## src/rtl/internal_framebuffer_streamer.sv

```systemverilog
// -----------------------------------------------------------------------------
// internal_framebuffer_streamer
//
// Reads a contiguous range of framebuffer RAM lines through the RAM read port
// and emits them as an AXI-Stream of memory-width beats. A 4-entry FIFO absorbs
// the RAM read latency. Reads are only issued while FIFO occupancy plus reads
// in flight stays below 4, so the FIFO can never overflow under backpressure.
//
// Ports:
//   clk, resetn      clock, asynchronous active-low reset
//   start            one-cycle request, sampled only while idle
//   confStartAddr    first RAM line of the transfer (latched on start)
//   confSize         number of beats to stream (latched on start, 0 = no-op)
//   busy             high from accepted start until done
//   done             one-cycle pulse when the transfer ends
//   readEnablePort   RAM read strobe (registered)
//   readAddrPort     RAM read address (registered)
//   readDataPort     RAM read data, READ_LATENCY cycles after the strobe
//   m_axis_*         AXI-Stream master (tvalid, tready, tlast, tdata)
// -----------------------------------------------------------------------------
module internal_framebuffer_streamer #(
    parameter int NUMBER_OF_PIXELS_PER_BEAT    = 1,
    parameter int NUMBER_OF_SUB_PIXELS         = 4,
    parameter int SUB_PIXEL_WIDTH              = 8,
    parameter int FRAMEBUFFER_SIZE_IN_PIXEL_LG = 18,
    parameter int READ_LATENCY                 = 1,
    localparam int MEM_WIDTH      = NUMBER_OF_PIXELS_PER_BEAT * NUMBER_OF_SUB_PIXELS * SUB_PIXEL_WIDTH,
    localparam int MEM_ADDR_WIDTH = FRAMEBUFFER_SIZE_IN_PIXEL_LG - $clog2(NUMBER_OF_PIXELS_PER_BEAT)
) (
    input  logic                      clk,
    input  logic                      resetn,
    input  logic                      start,
    input  logic [MEM_ADDR_WIDTH-1:0] confStartAddr,
    input  logic [MEM_ADDR_WIDTH:0]   confSize,
    output logic                      busy,
    output logic                      done,
    output logic                      readEnablePort,
    output logic [MEM_ADDR_WIDTH-1:0] readAddrPort,
    input  logic [MEM_WIDTH-1:0]      readDataPort,
    output logic                      m_axis_tvalid,
    input  logic                      m_axis_tready,
    output logic                      m_axis_tlast,
    output logic [MEM_WIDTH-1:0]      m_axis_tdata
);

    localparam int AW = MEM_ADDR_WIDTH;
    localparam int CW = MEM_ADDR_WIDTH + 1;

    typedef enum logic [1:0] {
        IDLE,
        STREAM,
        DRAIN
    } state_t;

    state_t                  state_q,     state_d;
    logic                    busy_q,      busy_d;
    logic                    done_q,      done_d;
    logic                    rd_en_q,     rd_en_d;
    logic [AW-1:0]           rd_addr_q,   rd_addr_d;
    logic [CW-1:0]           size_q,      size_d;
    logic [CW-1:0]           issued_q,    issued_d;
    logic [CW-1:0]           sent_q,      sent_d;
    logic [READ_LATENCY-1:0] rd_vld_q,    rd_vld_d;
    logic [2:0]              in_flight_q, in_flight_d;
    logic [2:0]              fifo_cnt_q,  fifo_cnt_d;
    logic [1:0]              wr_ptr_q,    wr_ptr_d;
    logic [1:0]              rd_ptr_q,    rd_ptr_d;
    logic [MEM_WIDTH-1:0]    fifo_mem_q [4];
    logic [MEM_WIDTH-1:0]    fifo_mem_d [4];

    logic          fifo_wr;
    logic          tvalid;
    logic          pop;
    logic          last_beat;
    logic [3:0]    credit_used;
    logic          credit_ok;
    logic [CW-1:0] last_idx;

    // Read data lands in the FIFO exactly READ_LATENCY cycles after its strobe.
    assign fifo_wr   = rd_vld_q[READ_LATENCY-1];
    assign tvalid    = (fifo_cnt_q != 3'd0);
    assign pop       = tvalid && m_axis_tready;
    assign last_idx  = size_q - CW'(1);
    assign last_beat = (sent_q == last_idx);

    // A beat popped this cycle frees its slot for the read decided this cycle,
    // so the freed credit shows up as a strobe in the next cycle.
    assign credit_used = {1'b0, fifo_cnt_q} - {3'b000, pop} + {1'b0, in_flight_q};
    assign credit_ok   = (credit_used < 4'd4);

    always_comb begin
        state_d     = state_q;
        busy_d      = busy_q;
        done_d      = 1'b0;
        rd_en_d     = 1'b0;
        rd_addr_d   = rd_addr_q;
        size_d      = size_q;
        issued_d    = issued_q;
        sent_d      = sent_q;
        wr_ptr_d    = wr_ptr_q;
        rd_ptr_d    = rd_ptr_q;
        fifo_mem_d  = fifo_mem_q;

        rd_vld_d[0] = rd_en_q;
        for (int i = 1; i < READ_LATENCY; i++) begin
            rd_vld_d[i] = rd_vld_q[i-1];
        end

        if (fifo_wr) begin
            fifo_mem_d[wr_ptr_q] = readDataPort;
            wr_ptr_d             = wr_ptr_q + 2'd1;
        end

        if (pop) begin
            rd_ptr_d = rd_ptr_q + 2'd1;
            sent_d   = sent_q + CW'(1);
        end

        case (state_q)
            IDLE: begin
                if (start) begin
                    if (confSize != '0) begin
                        // First read goes out directly from the start edge.
                        state_d   = STREAM;
                        busy_d    = 1'b1;
                        size_d    = confSize;
                        issued_d  = CW'(1);
                        sent_d    = '0;
                        rd_en_d   = 1'b1;
                        rd_addr_d = confStartAddr;
                    end else begin
                        done_d = 1'b1;
                    end
                end
            end
            STREAM: begin
                if (issued_q == size_q) begin
                    state_d = DRAIN;
                end else if (credit_ok) begin
                    rd_en_d   = 1'b1;
                    // Address wraps modulo the RAM depth.
                    rd_addr_d = rd_addr_q + AW'(1);
                    issued_d  = issued_q + CW'(1);
                    if (issued_d == size_q) begin
                        state_d = DRAIN;
                    end
                end
            end
            DRAIN: begin
                state_d = DRAIN;
            end
            default: begin
                state_d = IDLE;
                busy_d  = 1'b0;
            end
        endcase

        // Handshake of the final beat ends the transfer.
        if (busy_q && pop && last_beat) begin
            state_d = IDLE;
            busy_d  = 1'b0;
            done_d  = 1'b1;
        end

        fifo_cnt_d  = fifo_cnt_q + {2'b00, fifo_wr} - {2'b00, pop};
        in_flight_d = in_flight_q + {2'b00, rd_en_d} - {2'b00, fifo_wr};
    end

    always_ff @(posedge clk or negedge resetn) begin
        if (!resetn) begin
            state_q     <= IDLE;
            busy_q      <= 1'b0;
            done_q      <= 1'b0;
            rd_en_q     <= 1'b0;
            rd_addr_q   <= '0;
            size_q      <= '0;
            issued_q    <= '0;
            sent_q      <= '0;
            rd_vld_q    <= '0;
            in_flight_q <= '0;
            fifo_cnt_q  <= '0;
            wr_ptr_q    <= '0;
            rd_ptr_q    <= '0;
            for (int i = 0; i < 4; i++) begin
                fifo_mem_q[i] <= '0;
            end
        end else begin
            state_q     <= state_d;
            busy_q      <= busy_d;
            done_q      <= done_d;
            rd_en_q     <= rd_en_d;
            rd_addr_q   <= rd_addr_d;
            size_q      <= size_d;
            issued_q    <= issued_d;
            sent_q      <= sent_d;
            rd_vld_q    <= rd_vld_d;
            in_flight_q <= in_flight_d;
            fifo_cnt_q  <= fifo_cnt_d;
            wr_ptr_q    <= wr_ptr_d;
            rd_ptr_q    <= rd_ptr_d;
            fifo_mem_q  <= fifo_mem_d;
        end
    end

    assign busy           = busy_q;
    assign done           = done_q;
    assign readEnablePort = rd_en_q;
    assign readAddrPort   = rd_addr_q;
    assign m_axis_tvalid  = tvalid;
    assign m_axis_tlast   = tvalid && last_beat;
    assign m_axis_tdata   = fifo_mem_q[rd_ptr_q];

endmodule

```

## config.mk

```make
export PLATFORM = sky130hd
export DESIGN_NAME = internal_framebuffer_streamer
export DESIGN_NICKNAME = d
export VERILOG_FILES = /design/src/rtl/internal_framebuffer_streamer.sv
export SDC_FILE = /design/constraint.sdc
export NUM_CORES = 1
export LEC_CHECK = 0
export BUFFER_PORTS_ARGS = -buffer_cell sky130_fd_sc_hd__buf_2
export CAP_MARGIN = 40
export CORE_ASPECT_RATIO = 1.75
export CORE_MARGIN = 2
export CORE_UTILIZATION = 52
export DETAILED_ROUTE_END_ITERATION = 16
export HOLD_SLACK_MARGIN = 0.12
export PLACE_DENSITY = 0.72
export SYNTH_ARGS = -nofsm -noshare
export SYNTH_HDL_FRONTEND = slang
export SYNTH_SLANG_ARGS = --single-unit
```

## constraint.sdc

```tcl
create_clock -name clk -period 6.4 [get_ports clk]
set_input_delay 0.64 -clock clk [delete_from_list [all_inputs] [get_ports clk]]
set_output_delay 0.64 -clock clk [all_outputs]
set_load 0.1 [all_outputs]
```

==> impl_results.md, run 1 <==
- Status: completed
- Die W: 116 µm
- Hpwl dp: 18.3 mm
- Most frequent cells in the layout: dfrtp_1 (218), mux2_2 (145), buf_2 (126)
- Top_reg_cell synth: dfrtp_1
- Synth warn: 0
- Detail Route Antenna Nets: 0
- Max_cap viols: 0
- Tcrit/Tclk final: 67.3%
- Synthesized area per cell: 11.8 µm²
- CTS root buffer: clkbuf_16
- Hold-fix buffers at CTS: 0
- Sequential share of the synthesized area: 48.0%
- Multi-input gate area: 5600 µm²
- Worst-margin pin slew: 0.873 ns
- Crit path kind: flop to output port
- Largest net degree at the start of global routing: 76
- Slew Viols, Final: 0
- Fin crit period: 4.31 ns
- CTS Buf Count: 21
- CP Data Arrival Time: 3.67 ns
- Setup TNS: 0 ns
- CTS resizes: 0
- Vias in the first global route: 8427
- Flops & latches, synth: 219
- Layout cell share with drive strength beyond 1: 33.9%
- Placed insts: 1345
- Cell count after synthesis: 969
- Routed vias: 8127
- CTS Buffer Depth: 3
- Crit start category: flop
- Die ar.: 23200 µm²
- Commonest non-fill, non-tap cell in the layout: dfrtp_1
- Worst relative slew slack: 41.7%
- Die H: 200 µm
- Worst-path fanout max: 12
- Syn Std Cell Area: 11400 µm²
- Initial antenna violation count: 2
- Number of enable flip-flop cells after synthesis: 0
- Area delta synth->final: 14.1%
- Final nets: 1170
- FMAX: 0.232 GHz
- CP endpoint kind: output port
- RSZ-0062 raised after global routing: no
- Total wire length after detailed routing: 25.6 mm
- Finished Core Util: 60.5%
- # rows: 71
- Skew-Pair Late Insertion Delay: 0.50 ns
- Setup Viol. Count Final: 0
- Starting DRT DRC Count: 399
- TritonCTS clock tree: done
- Final Hold Viols: 0
- Port Buffers: 127
- Drt via density: 5.88
- Register clock-pin slew on the reported worst setup and hold paths: 0.07 ns
- Post-synth ARST share: 100%
- Filler instances: 1784
- Drt wl/cell: 18.5 µm
- Dpl ws: 2.37 ns
- I/O pin cnt: 128
- Remaining global-route overflow: 0
- Syn_nets: 1063
- Non-Filler Instances: 1383
- First-pass DRT Iterations: 6
- Initial Util: 53.1%
- Post-synthesis cell type count: 65
- Setup ws final: 2.09 ns
- Drc violations: 0
- Post-CTS setup buffers: 0
- Register area: 5480 µm²
- CTS H-tree depth: 1
- First-pass GRT wire length: 42.2 mm
- CP required: 5.76 ns
- Core Footprint: 21500 µm²
- RePlAce Congestion: 0.871
- Final Skew: 0.0142 ns
- Clock Sink Count: 219
- Gr usage total: 22.8%
- Worst Hold Class: input pin to asynchronous set/reset pin
state kept, by name, summed over array words and instances, names as in the netlist, 3 cells and up:
name / flops
fifo_cnt_q: 3
fifo_mem_q: 128
in_flight_q: 3
issued_q: 19
readAddrPort: 18
sent_q: 19
size_q: 19
cell usage after synthesis (all sizes together) (4+ instances only):
cell / n / area (µm²)
nand2: 55 / 206
nand4: 16 / 100
nand3b: 4 / 30.0
nand3: 38 / 190
buf: 21 / 92.6
mux2: 145 / 1630
and4: 6 / 52.6
o31ai: 14 / 105
a21oi: 21 / 105
ha: 19 / 238
nand2b: 5 / 31.3
clkbuf: 37 / 139
xor2: 47 / 412
inv: 29 / 109
a32oi: 4 / 35.0
nor2b: 8 / 50.1
mux4: 32 / 721
or4: 10 / 90.1
o22ai: 10 / 62.6
xnor2: 32 / 280
and2: 8 / 50.1
and3: 10 / 62.6
nor4: 16 / 106
nor2: 39 / 146
or3: 8 / 56.3
or4b: 4 / 40.0
o21ai: 44 / 220
mux2i: 7 / 70.1
dfrtp: 219 / 5480
o2111ai: 5 / 43.8
nor3: 11 / 55.1
critical path, cell delays in order, from the launching register on:
cell	delay (ns)
dfrtp_1	0.53
nor4_2	0.66
nand3b_1	0.17
xnor2_1	0.15
or4_1	0.58
nor4_1	0.26
o21ai_0	0.11
and4b_1	0.28
buf_2	0.43
metal layers:
metal  part of all wire [%]  vias to the layer above  track usage [%]
met1                     38                     4073             26.7
met2                     53                      221             40.8
li1                       -                     3764                -
met4                    5.1                        0             11.0
met5                      0                        -                0
met3                    4.3                       69             2.93
area by class of cell:
class	instances	share of cell area, %
repair buffers	142	6.01
clock inverters	6	0.673
clock buffers	30	4.53
multi-input cells	663	43.0
inverters	29	0.836
well taps	292	2.81
flip-flops and latches	219	42.1
diodes	2	0.0385
final timing paths:
kind,startpoint,slack (ns),to,cells after the start
min in group clk,confSize[1],0.38,size_q[1]$_DFFE_PN0P_,3
max in group asynchronous,resetn,5.08,fifo_mem_q[110]$_DFFE_PN0P_,3
setup reg to reg,fifo_cnt_q[1]$_DFF_PN0_,2.64,readAddrPort[15]$_DFFE_PN0P_,11
hold reg to reg,readEnablePort$_DFF_PN0_,0.44,fifo_wr$_DFF_PN0_,0
setup / recovery,size_q[2]$_DFFE_PN0P_,2.09,m_axis_tlast,8
hold / removal,resetn,0.12,readAddrPort[12]$_DFFE_PN0P_,1
stage by stage:
stage               hold slack [ns]  area (µm²)
floorplan                     0.344       11400
global placement              0.448       12300
detailed placement            0.450       12300
CTS                           0.137       13000
global route                  0.154       13000
finish                        0.116       13000
cells by family (layout without fill, tap and decap cells):
logic type / count (synthesis) / count (layout) / share of synthesized area, %
and+or+nand+nor: 248 / 248 / 11.8
AOI/OAI and AO/OA: 131 / 131 / 7.45
adders and majority gates: 21 / 21 / 2.43
DFF: 219 / 219 / 48.0
buffers and inverters: 87 / 207 / 2.98
xor gates and xnor gates: 79 / 79 / 6.06
muxes: 184 / 184 / 21.2
other: 0 / 2 / 0
Power of run 1 is not shown: default switching activity piles up to over one toggle a cycle in this logic, so the estimate is an artifact.
==> run 2, diff against run 1 <==
clock period = 4.4 ns   (was 6.4 ns; I/O delays follow)
==> run 2 against run 1 <==
Effect of this change:
- non-clock buffer count increased by 4
- worst hold slack improved by 0.056 ns
- sequential share of layout area decreased by 0.23 points
- critical path depth unchanged
- worst setup slack got worse by 1.7 ns
- highest routed layer is now met5
- global-route usage increased by 0.24 points
- clock skew decreased by 0.0022 ns
- design area increased by 0.54%
- sequential cell count unchanged
==> impl_results.md, run 2 (synthesis results as in run 1) <==
- Register clock-pin slew on the reported worst setup and hold paths: 0.07 ns
- Worst-margin pin slew: 0.973 ns
- CTS Buffer Depth: 3
- Remaining global-route overflow: 0
- Worst reg2reg path depth: 14
- Met2 Wirelength: 14.0 mm
- Most frequent cells in the layout: dfrtp_1 (218), mux2_2 (145), buf_2 (126)
- RePlAce Congestion: 0.891
- Vias in the first global route: 8460
- Die ar.: 23200 µm²
- Die W: 116 µm
- Drc violations: 0
- Status: completed
- Final nets: 1174
- WHS Path Cells: 3
- First-pass DRT Iterations: 5
- Worst Hold Class: input pin to flop
- Slew Viols, Final: 0
- Drt via density: 5.85
- Commonest non-fill, non-tap cell in the layout: dfrtp_1
- Crit start category: flop
- Placed insts: 1348
- Initial Util: 53.1%
- Filler instances: 1807
- Clock Sink Count: 219
- Max FFs per register: 128
- Setup TNS: 0 ns
- FMAX: 0.248 GHz
- CTS Buf Count: 21
- Port Buffers: 127
- Setup Viol. Count Final: 0
- Die H: 200 µm
- CTS resizes: 0
- I/O pin cnt: 128
- CP Data Arrival Time: 3.59 ns
- Wire length on met1: 9.90 mm
- CTS H-tree depth: 1
- Area delta synth->final: 14.7%
- Hpwl dp: 18.7 mm
- Met3 wire len: 1.08 mm
- Max_cap viols: 0
- CP required: 3.96 ns
- Non-Filler Instances: 1387
- Core Footprint: 21500 µm²
- TritonCTS clock tree: done
- Largest register by flop count: fifo_mem_q
- Gr usage total: 23.0%
- Drt wl/cell: 19.0 µm
- Initial antenna violation count: 3
- First-pass GRT wire length: 42.5 mm
- # rows: 71
- CP endpoint kind: output port
- Worst relative slew slack: 35.1%
- RSZ-0062 raised after global routing: no
- Worst-path fanout max: 12
- Crit path kind: flop to output port
- Fin crit period: 4.03 ns
- Uppermost layer routed: met5
- Layout cell share with drive strength beyond 1: 34.4%
- Detail Route Antenna Nets: 0
- Total wire length after detailed routing: 26.4 mm
- Starting DRT DRC Count: 492
- Skew-Pair Late Insertion Delay: 0.50 ns
- Final Hold Viols: 0
- CTS root buffer: clkbuf_16
- Tcrit/Tclk final: 91.7%
- Largest net degree at the start of global routing: 132
- Routed vias: 8116
- Final Skew: 0.0120 ns
==> run 2: final cells by class <==
type,count,area [µm²],area share (%)
clock buffers,26,574,4.39
diodes,2,5.00,0.0382
multi-input cells,663,5600,42.8
repair buffers,146,793,6.06
well taps,292,365,2.79
flip-flops and latches,219,5480,41.9
clock inverters,10,161,1.23
inverters,29,109,0.832
==> run 2: what timing repair did <==
action	4_1_cts	5_1_grt
buffers inserted	0	0
hold endpoints to repair	54	0
hold buffers	1	0
setup endpoints to repair	0	0
==> run 2: worst paths after layout <==
check / start / end / slack [ns]
setup / recovery: size_q[2]$_DFFE_PN0P_ / m_axis_tlast / 0.37
hold / removal: confStartAddr[14] / readAddrPort[14]$_DFFE_PN0P_ / 0.17
setup reg to reg: fifo_cnt_q[1]$_DFF_PN0_ / in_flight_q[2]$_DFF_PN0_ / 0.88
hold reg to reg: readEnablePort$_DFF_PN0_ / fifo_wr$_DFF_PN0_ / 0.44
max in group asynchronous: resetn / sent_q[8]$_DFF_PN0_ / 2.69
min in group asynchronous: resetn / fifo_mem_q[4]$_DFFE_PN0P_ / 0.61
==> run 2: worst max-delay path: stages (launching register included) <==
cell	delay (ns)
dfrtp_1	0.52
nor4_2	0.64
nand3b_1	0.16
xnor2_1	0.14
or4_1	0.58
nor4_1	0.24
o21ai_0	0.12
and4b_1	0.26
buf_2	0.43
==> run 2: metrics by stage <==
stage	area (µm²)	worst slack (ns)	hold WS (ns)	utilization (%)
after floorplan	11400	0.852	0.144	-
after global placement	12300	0.931	0.448	57.3
after detailed placement	12300	0.872	0.456	57.4
after CTS	13100	0.325	0.151	60.8
after global routing	13100	0.0985	0.153	60.9
final	13100	0.367	0.172	60.9
==> run 2: metal layers <==
layer,global-route usage [%],vias up
met5,0,-
met4,12.7,2
met2,41.3,206
met1,26.2,4059
li1,-,3770
met3,2.99,79
Power of run 2 is left out for the same reason.
